--- config.mk ---
export PLATFORM = sky130hd
export DESIGN_NAME = reset_sequencer
export DESIGN_NICKNAME = d
export VERILOG_FILES = /design/src/rtl/reset_sequencer.sv
export SDC_FILE = /design/constraint.sdc
export NUM_CORES = 1
export LEC_CHECK = 0
export CAP_MARGIN = 10
export CORE_MARGIN = 10
export CORE_UTILIZATION = 49
export CTS_BUF_LIST = sky130_fd_sc_hd__clkbuf_8 sky130_fd_sc_hd__clkbuf_16
export CTS_CLUSTER_DIAMETER = 50
export DETAILED_ROUTE_END_ITERATION = 7
export GPL_TIMING_DRIVEN = 0
export PLACE_DENSITY = 0.77
export SLEW_MARGIN = 30
export SYNTH_ARGS = -nofsm -noshare
export SYNTH_HDL_FRONTEND = slang
export SYNTH_SLANG_ARGS = --single-unit
--- constraint.sdc ---
create_clock -name i_clk -period 1.9 [get_ports i_clk]
set_clock_uncertainty 0.1 [all_clocks]
set_input_delay 0.285 -clock i_clk [delete_from_list [all_inputs] [get_ports i_clk]]
set_output_delay 0.285 -clock i_clk [all_outputs]
set_load 0.02 [all_outputs]
--- src/rtl/reset_sequencer.sv ---
// Staged SoC reset release: bus fabric first, then the CPU.
// Soft and watchdog requests re-run the same sequence and set the cause.
module reset_sequencer #(
    parameter int BUS_DLY   = 16,
    parameter int CPU_DLY   = 32,
    parameter int SWRST_LEN = 8,
    parameter int CNT_W     = 8
) (
    input  logic       i_clk,
    input  logic       i_rstn,
    input  logic       i_sw_rst_req,
    input  logic       i_wdt_rst_req,
    output logic       o_bus_rstn,
    output logic       o_cpu_rstn,
    output logic [1:0] o_rst_cause,
    output logic       o_seq_busy
);

    typedef enum logic [1:0] {
        SW_HOLD,
        BUS_WAIT,
        CPU_WAIT,
        RUN
    } state_t;

    localparam logic [CNT_W-1:0] BUS_LAST = CNT_W'(BUS_DLY - 1);
    localparam logic [CNT_W-1:0] CPU_LAST = CNT_W'(CPU_DLY - 1);
    localparam logic [CNT_W-1:0] SW_LAST  = CNT_W'(SWRST_LEN - 1);

    state_t           state_q, state_d;
    logic [CNT_W-1:0] cnt_q, cnt_d;
    logic             bus_q, bus_d;
    logic             cpu_q, cpu_d;
    logic             busy_q, busy_d;
    logic [1:0]       cause_q, cause_d;

    always_ff @(posedge i_clk or negedge i_rstn) begin
        if (!i_rstn) begin
            state_q <= BUS_WAIT;
            cnt_q   <= '0;
            bus_q   <= 1'b0;
            cpu_q   <= 1'b0;
            busy_q  <= 1'b1;
            cause_q <= 2'b00;
        end else begin
            state_q <= state_d;
            cnt_q   <= cnt_d;
            bus_q   <= bus_d;
            cpu_q   <= cpu_d;
            busy_q  <= busy_d;
            cause_q <= cause_d;
        end
    end

    always_comb begin
        state_d = state_q;
        cnt_d   = cnt_q;
        bus_d   = bus_q;
        cpu_d   = cpu_q;
        busy_d  = busy_q;
        cause_d = cause_q;
        unique case (state_q)
            SW_HOLD: begin
                if (cnt_q == SW_LAST) begin
                    cnt_d   = '0;
                    state_d = BUS_WAIT;
                end else begin
                    cnt_d = cnt_q + 1'b1;
                end
            end
            BUS_WAIT: begin
                if (cnt_q == BUS_LAST) begin
                    bus_d   = 1'b1;
                    cnt_d   = '0;
                    state_d = CPU_WAIT;
                end else begin
                    cnt_d = cnt_q + 1'b1;
                end
            end
            CPU_WAIT: begin
                if (cnt_q == CPU_LAST) begin
                    cpu_d   = 1'b1;
                    busy_d  = 1'b0;
                    cnt_d   = '0;
                    state_d = RUN;
                end else begin
                    cnt_d = cnt_q + 1'b1;
                end
            end
            RUN: begin
                // Watchdog outranks software when both arrive together
                if (i_sw_rst_req || i_wdt_rst_req) begin
                    bus_d   = 1'b0;
                    cpu_d   = 1'b0;
                    busy_d  = 1'b1;
                    cause_d = i_wdt_rst_req ? 2'b10 : 2'b01;
                    cnt_d   = '0;
                    state_d = SW_HOLD;
                end
            end
            default: state_d = BUS_WAIT;
        endcase
    end

    assign o_bus_rstn  = bus_q;
    assign o_cpu_rstn  = cpu_q;
    assign o_seq_busy  = busy_q;
    assign o_rst_cause = cause_q;

endmodule

==> results of run 1 <==
## final cells by class
type / instances / area share (%)
Inverter: 6 / 1.78
Timing Repair Buffer: 17 / 11.7
Clock buffer: 3 / 3.26
Multi-Input combinational cell: 74 / 50.0
Clock inverter: 1 / 0.297
Tap cell: 25 / 2.47
Sequential cell: 15 / 29.9
Buffer: 1 / 0.593
## metal layers
layer / global-route usage (%) / up-vias / share of wire [%]
met5: 0 / - / 0
met2: 17.8 / 27 / 51
met4: 6.01 / 0 / 3.3
met1: 13.8 / 407 / 42
met3: 2.44 / 11 / 3.4
li1: - / 400 / -
## worst reg2reg max path: cells and delay by family (launching register included)
family	cells	cell delay, ns
multiplexers	1	0.32
flip-flops	1	0.40
AO/OA/AOI/OAI	1	0.22
AND/OR/NAND/NOR	2	0.75
## sequential cells by signal, summed over array words and instances (netlist names)
| register | count |
|---|---|
| o_bus_rstn | 1 |
| state_q | 2 |
| o_rst_cause | 2 |
| o_cpu_rstn | 1 |
| cnt_q | 8 |
| o_seq_busy | 1 |
## stage by stage
stage	setup TNS, ns	power (mW)
floorplan	0	0.327
global placement	-1.59	0.342
detailed placement	-0.633	0.343
CTS	0	0.597
global route	-0.243	0.615
finish	0	0.594
## layout by cell type (no fill, tap or decap), types with 4 or more instances in the layout
cell and count:
dfrtp_1 13, nand2_1 12, buf_4 10, a21oi_1 8, clkdlybuf4s50_1 8, inv_1 5, nor2_1 5, ha_2 4
## worst paths after layout
kind	start	endpoint	slack [ns]
worst max-delay path	cnt_q[7]	state_q[1]	0.0009
worst min-delay path	i_rstn	cnt_q[1]	0.36
worst max register to register	cnt_q[7]	state_q[1]	0.0009
worst min register to register	o_rst_cause[1]	o_rst_cause[1]	0.41
max in group asynchronous	i_rstn	state_q[1]	0.90
min in group i_clk	o_rst_cause[1]	o_rst_cause[1]	0.41
## where the power goes
part	total, mW	internal [mW]	switching, mW
sequential	0.320	0.320	0
clock	0.257	0.143	0.114
combinational	0.0170	0.00607	0.0109
total	0.594	0.469	0.125
## what timing repair did
| action | 4_1_cts | 5_1_grt |
|---|---|---|
| gates resized for setup | 8 | 13 |
| pin swaps | 6 | 5 |
| buffers inserted | 7 | 2 |
| endpoints found under the setup margin | 7 | 9 |
## cells by family after synthesis
family / count (synthesis)
XOR/XNOR: 2
multiplexers: 1
flip-flops: 15
buffers and inverters: 8
AND/OR/NAND/NOR: 34
adder cells (fa/ha/maj): 6
AO/OA/AOI/OAI: 31
==> results_dict.tcl, run 1 <==
set metrics [dict create \
    status "finished clean" \
    fin_crit_ns 1.90 \
    cts_sinks 15 \
    slew_headroom_pct 53.5 \
    ir_worst_vdd_v 0.000484 \
    synthFlopType "dfrtp_1" \
    path_max_fanout 5 \
    cts_tree "done" \
    io_buffer_count 8 \
    crit_required_ns 1.93 \
    synth_top_area_share_pct 34.5 \
    clk_pin_slew_ns 0.06 \
    crit_chain "or4_4 -> o31ai_4 -> nand4_2 -> mux2_4" \
    hold_viol_final 0 \
    clockBufferDepth 2 \
    p_per_area_nw_per_um2 470 \
    fp.dieArea_um2 4080 \
    fin_hold_ws_ns 0.356 \
    worst_pin_slew_ns 0.695 \
    grt_use_total_pct 11.2 \
    placed_cells 130 \
    crit_family "simple AND/OR/NAND/NOR gates" \
    crit_type "reg -> reg" \
    fillers 123 \
    core_area_um2 1780 \
    synth_fa_ha_area_share_pct 7.97 \
    dp_hpwl_um 1410 \
    routed_via_density 5.95 \
    avgSynthCellArea_um2 9.71 \
    synth_edf_count 0 \
    finalNonFillerCells 142 \
    multiInputGateArea_um2 633 \
    synth_compound_area_share_pct 24.4 \
    syn_nets 107 \
    synthMuxAreaShare_pct 1.59 \
    nNetsFinal 128 \
    netlist_top_cells_area "dfrtp_1 35%, ha_1 8.0%, dfstp_2 5.6%" \
    synth_top_cell_by_area "dfrtp_1" \
    drive_above_1_share_pct 34.2 \
    seqCellArea_um2 378 \
    cts_buffers 3 \
    rsz0062_at_grt "yes" \
    leakage_nw 0.524 \
    ys_seq_area_share_pct 40.1 \
    cp-end-kind "register" \
    dieWidth_um 63.9 \
    max_stage_delay_ns 0.60 \
    synthArstFlopShare_pct 100 \
    antenna_found_initial 0 \
    slew_viol_final 0 \
    place_ws_ns -0.142 \
    synth_xor_xnor_area_share_pct 1.86 \
    grt_first_pass_wirelength_um 3800 \
    cp_data_arrival_time_ns 1.93 \
    maxCapViolCount 0 \
    holdBufCountCts 0 \
    finalSetupViolCount 0 \
    totalWireLength_um 2510 \
    setup_ws_ns 0.000913 \
    wire_per_inst_um 17.7 \
    place.gp.congestion 0.906 \
    drtAntennaViolNets 0 \
    path_buf_inv 0 \
    ys_seq_elements 15 \
    drc 0 \
    netlist-cell-type-count 40 \
    placed_cell_area_um2 1060 \
    grt_pass1_vias 843 \
    start_kind "register" \
    cp_slowest_cell "or4_4" \
    overflow 0 \
    design_area_um2 1260 \
    synth.most_common_cell "dfrtp_1" \
    insertion_delay_ns 0.25 \
    clock-root-buffer "clkbuf_8" \
    initial_core_util_pct 52.8 \
    num_vias 845 \
    fin_crit_sh_pct 100 \
    area_delta_synth_final_pct 34.3 \
    synth-simple-area-share_pct 19.7 \
    detail_route.iter0.violations 38 \
    hold_path.class "in -> async" \
    path_depth 4 \
    synth_top_family_by_area "compound AO/OA/AOI/OAI gates" \
    synthTopCellsByCount "13 x dfrtp_1, 12 x nand2_1, 8 x a21oi_1" \
    first_pass_iters 4 \
    antenna_cells 0 \
    synth_warnings 0 \
    ios 9 \
    netlist_instances 97 \
    reg2reg_depth 4 \
    synth_area_um2 942 \
    h-tree-depth 1 \
    max_freq_ghz 0.527 \
    fin_util_pct 70.9 \
    grt_max_degree 16 \
    die_h_um 63.9 \
    fp-row-count 15 \
]
No activity file was read; power rests on OpenSTA's default activity.
==> inputs of run 2 (changes only) <==
- GPL_TIMING_DRIVEN: 0 -> 1
==> run 2 against run 1 <==
  * The flow now finishes with violations (setup timing)
  * Via count is 3.6% lower
  * Non-clock buffer count up 5
  * First-iteration DRC count shrank 37%
  * Critical path type unchanged
==> results_dict.tcl, run 2 (synthesized netlist as in run 1, its figures left out) <==
set metrics [dict create \
    grt_max_degree 16 \
    worst_pin_slew_ns 0.288 \
    fin_crit_sh_pct 102 \
    power.internal_uw 477 \
    dp_hpwl_um 1580 \
    violations "setup timing" \
    area_delta_synth_final_pct 28.2 \
    top_register "cnt_q" \
    cts_sinks 15 \
    ir_worst_vdd_v 0.000407 \
    path_buf_inv 0 \
    nNetsFinal 133 \
    num_vias 815 \
    path_max_fanout 5 \
    slew_viol_final 0 \
    maxCapViolCount 0 \
    first_pass_iters 4 \
    fp.dieArea_um2 4080 \
    start_kind "register" \
    crit_start "cnt_q[4]" \
    h-tree-depth 1 \
    detail_route.iter0.violations 24 \
    clk_pin_slew_ns 0.07 \
    crit_family "simple AND/OR/NAND/NOR gates" \
    grt_use_total_pct 10.8 \
    design_power_total_uw 618 \
    mostFrequentLayoutCell "buf_4" \
    grt_pass1_vias 766 \
    wire_per_inst_um 14.5 \
    setup_ws_ns -0.0467 \
    fin_crit_ns 1.95 \
    place.gp.congestion 0.914 \
    p_clk_share_pct 44.9 \
    totalWireLength_um 2130 \
    fp-row-count 15 \
    max_stage_delay_ns 0.60 \
    clockBufferDepth 2 \
    core_area_um2 1780 \
    overflow 0 \
    io_buffer_count 8 \
    hold_viol_final 0 \
    final_cell_mix "15 x buf_4, 13 x dfrtp_1, 12 x nand2_1" \
    rsz0062_at_grt "yes" \
    dieWidth_um 63.9 \
    crit_chain "or4_4 -> o21ai_2 -> nand4_2 -> mux2_4" \
    insertion_delay_ns 0.26 \
    seqPwrFrac_pct 51.7 \
    place_ws_ns -0.0111 \
    clock-root-buffer "clkbuf_8" \
    worstReg2RegStart "cnt_q[4]" \
    grt_first_pass_wirelength_um 3580 \
    p_comb_share_pct 3.4 \
    switching_power_uw 141 \
    drc 0 \
    antenna_found_initial 0 \
    hold_path.class "in -> async" \
    leakage_nw 0.513 \
    cts_tree "done" \
    largest_register_ff_count 8 \
    crit_required_ns 1.94 \
    tns_ns -0.0718 \
    slew_headroom_pct 80.7 \
    cp-end-kind "register" \
    cp_slowest_cell "or4_4" \
    antenna_cells 0 \
    cts_buffers 3 \
    ios 9 \
    initial_core_util_pct 52.8 \
    max_freq_ghz 0.514 \
    cp_data_arrival_time_ns 1.99 \
    p_per_area_nw_per_um2 512 \
    die_h_um 63.9 \
    routed_via_density 5.54 \
    power_switching_share_pct 22.7 \
    drtAntennaViolNets 0 \
    drive_above_1_share_pct 27.0 \
    status "finished, violations left" \
    crit_type "reg -> reg" \
    finalSetupViolCount 3 \
]
## run 2: final cells by class
class | count | area (um^2)
fillers | 140 | 576
multi-input cells | 74 | 534
flip-flops and latches | 15 | 378
repair buffers | 23 | 193
clock buffers | 3 | 41.3
well taps | 25 | 31.3
inverters | 6 | 22.5
clock inverters | 1 | 7.51
## run 2: per-layer routing
| metal | global-route usage [%] | vias up | routed length (um) |
|---|---|---|---|
| met2 | 17.4 | 10 | 1020 |
| met5 | 0 | - | 0 |
| met4 | 3.28 | 0 | 24 |
| met3 | 3.83 | 3 | 77 |
| li1 | - | 414 | - |
| met1 | 13.0 | 388 | 1000 |
## run 2: final timing paths
kind                                   to  slack, ns  depth (start not counted)
setup / recovery               state_q[1]      -0.05                          4
hold / removal                   cnt_q[1]       0.23                          2
setup reg to reg               state_q[1]      -0.05                          4
hold reg to reg            o_rst_cause[1]       0.40                          1
max in group asynchronous      state_q[0]       1.21                          2
min in group i_clk         o_rst_cause[1]       0.40                          1
## run 2: metrics by stage
stage | utilization, % | hold slack, ns | area [um^2] | instances
final | 67.7 | 0.232 | 1210 | 147
after global routing | 67.7 | 0.264 | 1210 | 147
after CTS | 67.6 | 0.242 | 1200 | 147
after detailed placement | 64.5 | 0.379 | 1150 | 143
after global placement | 64.5 | 0.380 | 1150 | 143
after floorplan | - | -0.111 | 945 | 97
## run 2: power by group through the flow
stage               clock network [mW]  logic (mW)  registers (mW)
floorplan                            0     0.00147           0.325
global placement                     0      0.0211           0.325
detailed placement                   0      0.0217           0.325
CTS                              0.285      0.0217           0.319
global route                     0.301      0.0231           0.319
finish                           0.277      0.0210           0.319
## run 2: worst register-to-register path: cells and delay by family, from the launching register on
family	cells	cell delay, ns
flops	1	0.40
mux	1	0.32
simple gates	2	0.74
compound gates	1	0.27
## run 2: timing repair
action,in CTS,in global routing
gates resized for setup,1,2
buffers inserted,0,0
hold buffers,0,0
setup endpoints to repair,4,7
pin swaps,1,0
==> inputs of run 3 (changes only) <==
- GPL_ROUTABILITY_DRIVEN: unset -> 0
- TNS_END_PERCENT: unset -> 5
==> run 3 against run 2 <==
  * The run still ends with setup timing left
  * Count of clock-buffer cells in the layout stayed put
  * Maximum frequency stayed put
  * Sequential power is essentially flat
  * Utilization unchanged
  * Critical endpoint unchanged
==> results_dict.tcl, run 3 (synthesized netlist as in run 1, its figures left out) <==
set metrics [dict create \
    clk_pin_slew_ns 0.07 \
    worst_pin_slew_ns 0.288 \
    fin_crit_ns 1.95 \
    setup_ws_ns -0.0467 \
    rsz0062_at_grt "yes" \
    mostFrequentLayoutCell "buf_4" \
    leakage_nw 0.513 \
    slew_viol_final 0 \
    hold_path.class "in -> async" \
    totalWireLength_um 2130 \
    antenna_cells 0 \
    maxCapViolCount 0 \
    grt_first_pass_wirelength_um 3580 \
    fp.dieArea_um2 4080 \
    fillers 140 \
    wire_per_inst_um 14.5 \
    dieWidth_um 63.9 \
    p_per_area_nw_per_um2 512 \
    cts_tree "done" \
    placed_cell_area_um2 1150 \
    insertion_delay_ns 0.26 \
    slew_headroom_pct 80.7 \
    drive_above_1_share_pct 27.0 \
    largest_register_ff_count 8 \
    initial_core_util_pct 52.8 \
    design_area_um2 1210 \
    drtAntennaViolNets 0 \
    fin_crit_sh_pct 102 \
    max_freq_ghz 0.514 \
    grt_max_degree 16 \
    ios 9 \
    clockBufferDepth 2 \
    crit_start "cnt_q[4]" \
    cp_data_arrival_time_ns 1.99 \
    cts_buffers 3 \
    grt_use_total_pct 10.8 \
    area_delta_synth_final_pct 28.2 \
    tns_ns -0.0718 \
    top_register "cnt_q" \
    finalSetupViolCount 3 \
    clock-root-buffer "clkbuf_8" \
    crit_required_ns 1.94 \
    fp-row-count 15 \
    ir_worst_vdd_v 0.000407 \
    antenna_found_initial 0 \
    routed_via_density 5.54 \
    detail_route.iter0.violations 25 \
    status "finished, violations left" \
    cts_sinks 15 \
    start_kind "register" \
    io_buffer_count 8 \
    reg2reg_to "state_q[1]" \
    rrSetupSlack_ns -0.05 \
    reg2reg_depth 4 \
    violations "setup timing" \
    cp-end-kind "register" \
    fin_hold_ws_ns 0.232 \
    drc 0 \
    num_vias 815 \
    critPathCapture "state_q[1]" \
    h-tree-depth 1 \
    first_pass_iters 4 \
    cts_setup_buffers 0 \
    dp_hpwl_um 1580 \
    nNetsFinal 133 \
    crit_type "reg -> reg" \
    grt_pass1_vias 766 \
    die_h_um 63.9 \
    core_area_um2 1780 \
    final_cell_mix "15 x buf_4, 13 x dfrtp_1, 12 x nand2_1" \
    place_ws_ns -0.0111 \
    hold_viol_final 0 \
    path_max_fanout 5 \
    worstReg2RegStart "cnt_q[4]" \
    overflow 0 \
]
[run 3: cell counts in the layout (fill, tap and decap cells not counted)]
No cell type changed its count.
[run 3: layout make-up]
cell class	count	area (um^2)	area share (%)
Clock buffer	3	41.3	3.42
Tap cell	25	31.3	2.59
Inverter	6	22.5	1.87
Multi-Input combinational cell	74	534	44.2
Clock inverter	1	7.51	0.622
Timing Repair Buffer	23	193	16.0
Sequential cell	15	378	31.3
[run 3: routing by layer]
layer | part of all wire (%) | vias up | global-route usage, %
li1 | - | 414 | -
met4 | 1.1 | 0 | 3.28
met3 | 3.6 | 3 | 3.83
met1 | 47 | 388 | 13.0
met2 | 48 | 10 | 17.4
met5 | 0 | - | 0
[run 3: worst min path at each step]
stage,endpoint,slack (ns)
after floorplan,cnt_q[0],-0.11
after global placement,o_rst_cause[1],0.38
after detailed placement,o_rst_cause[1],0.38
after CTS,cnt_q[1],0.24
after global routing,cnt_q[1],0.26
final,cnt_q[1],0.23
[run 3: critical path: stages, from the launching register on]
cell and delay [ns]:
dfrtp_1 0.40, or4_4 0.60, o21ai_2 0.27, nand4_2 0.14
mux2_4 0.32
[run 3: what timing repair did]
action                                  CTS  global route
pin swaps                                 1             0
endpoints found under the setup margin    4             7
hold buffers                              0             0
gates resized for setup                   1             2
[run 3: stage by stage]
step | total power [mW] | instances | util [%]
floorplan | 0.327 | 97 | -
global placement | 0.346 | 143 | 64.5
detailed placement | 0.347 | 143 | 64.5
CTS | 0.626 | 147 | 67.6
global route | 0.643 | 147 | 67.7
finish | 0.618 | 147 | 67.7
[run 3: power by group]
group	internal [mW]	total (mW)	switching, mW
clock	0.148	0.277	0.130
sequential	0.319	0.319	0
combinational	0.00998	0.0210	0.0110
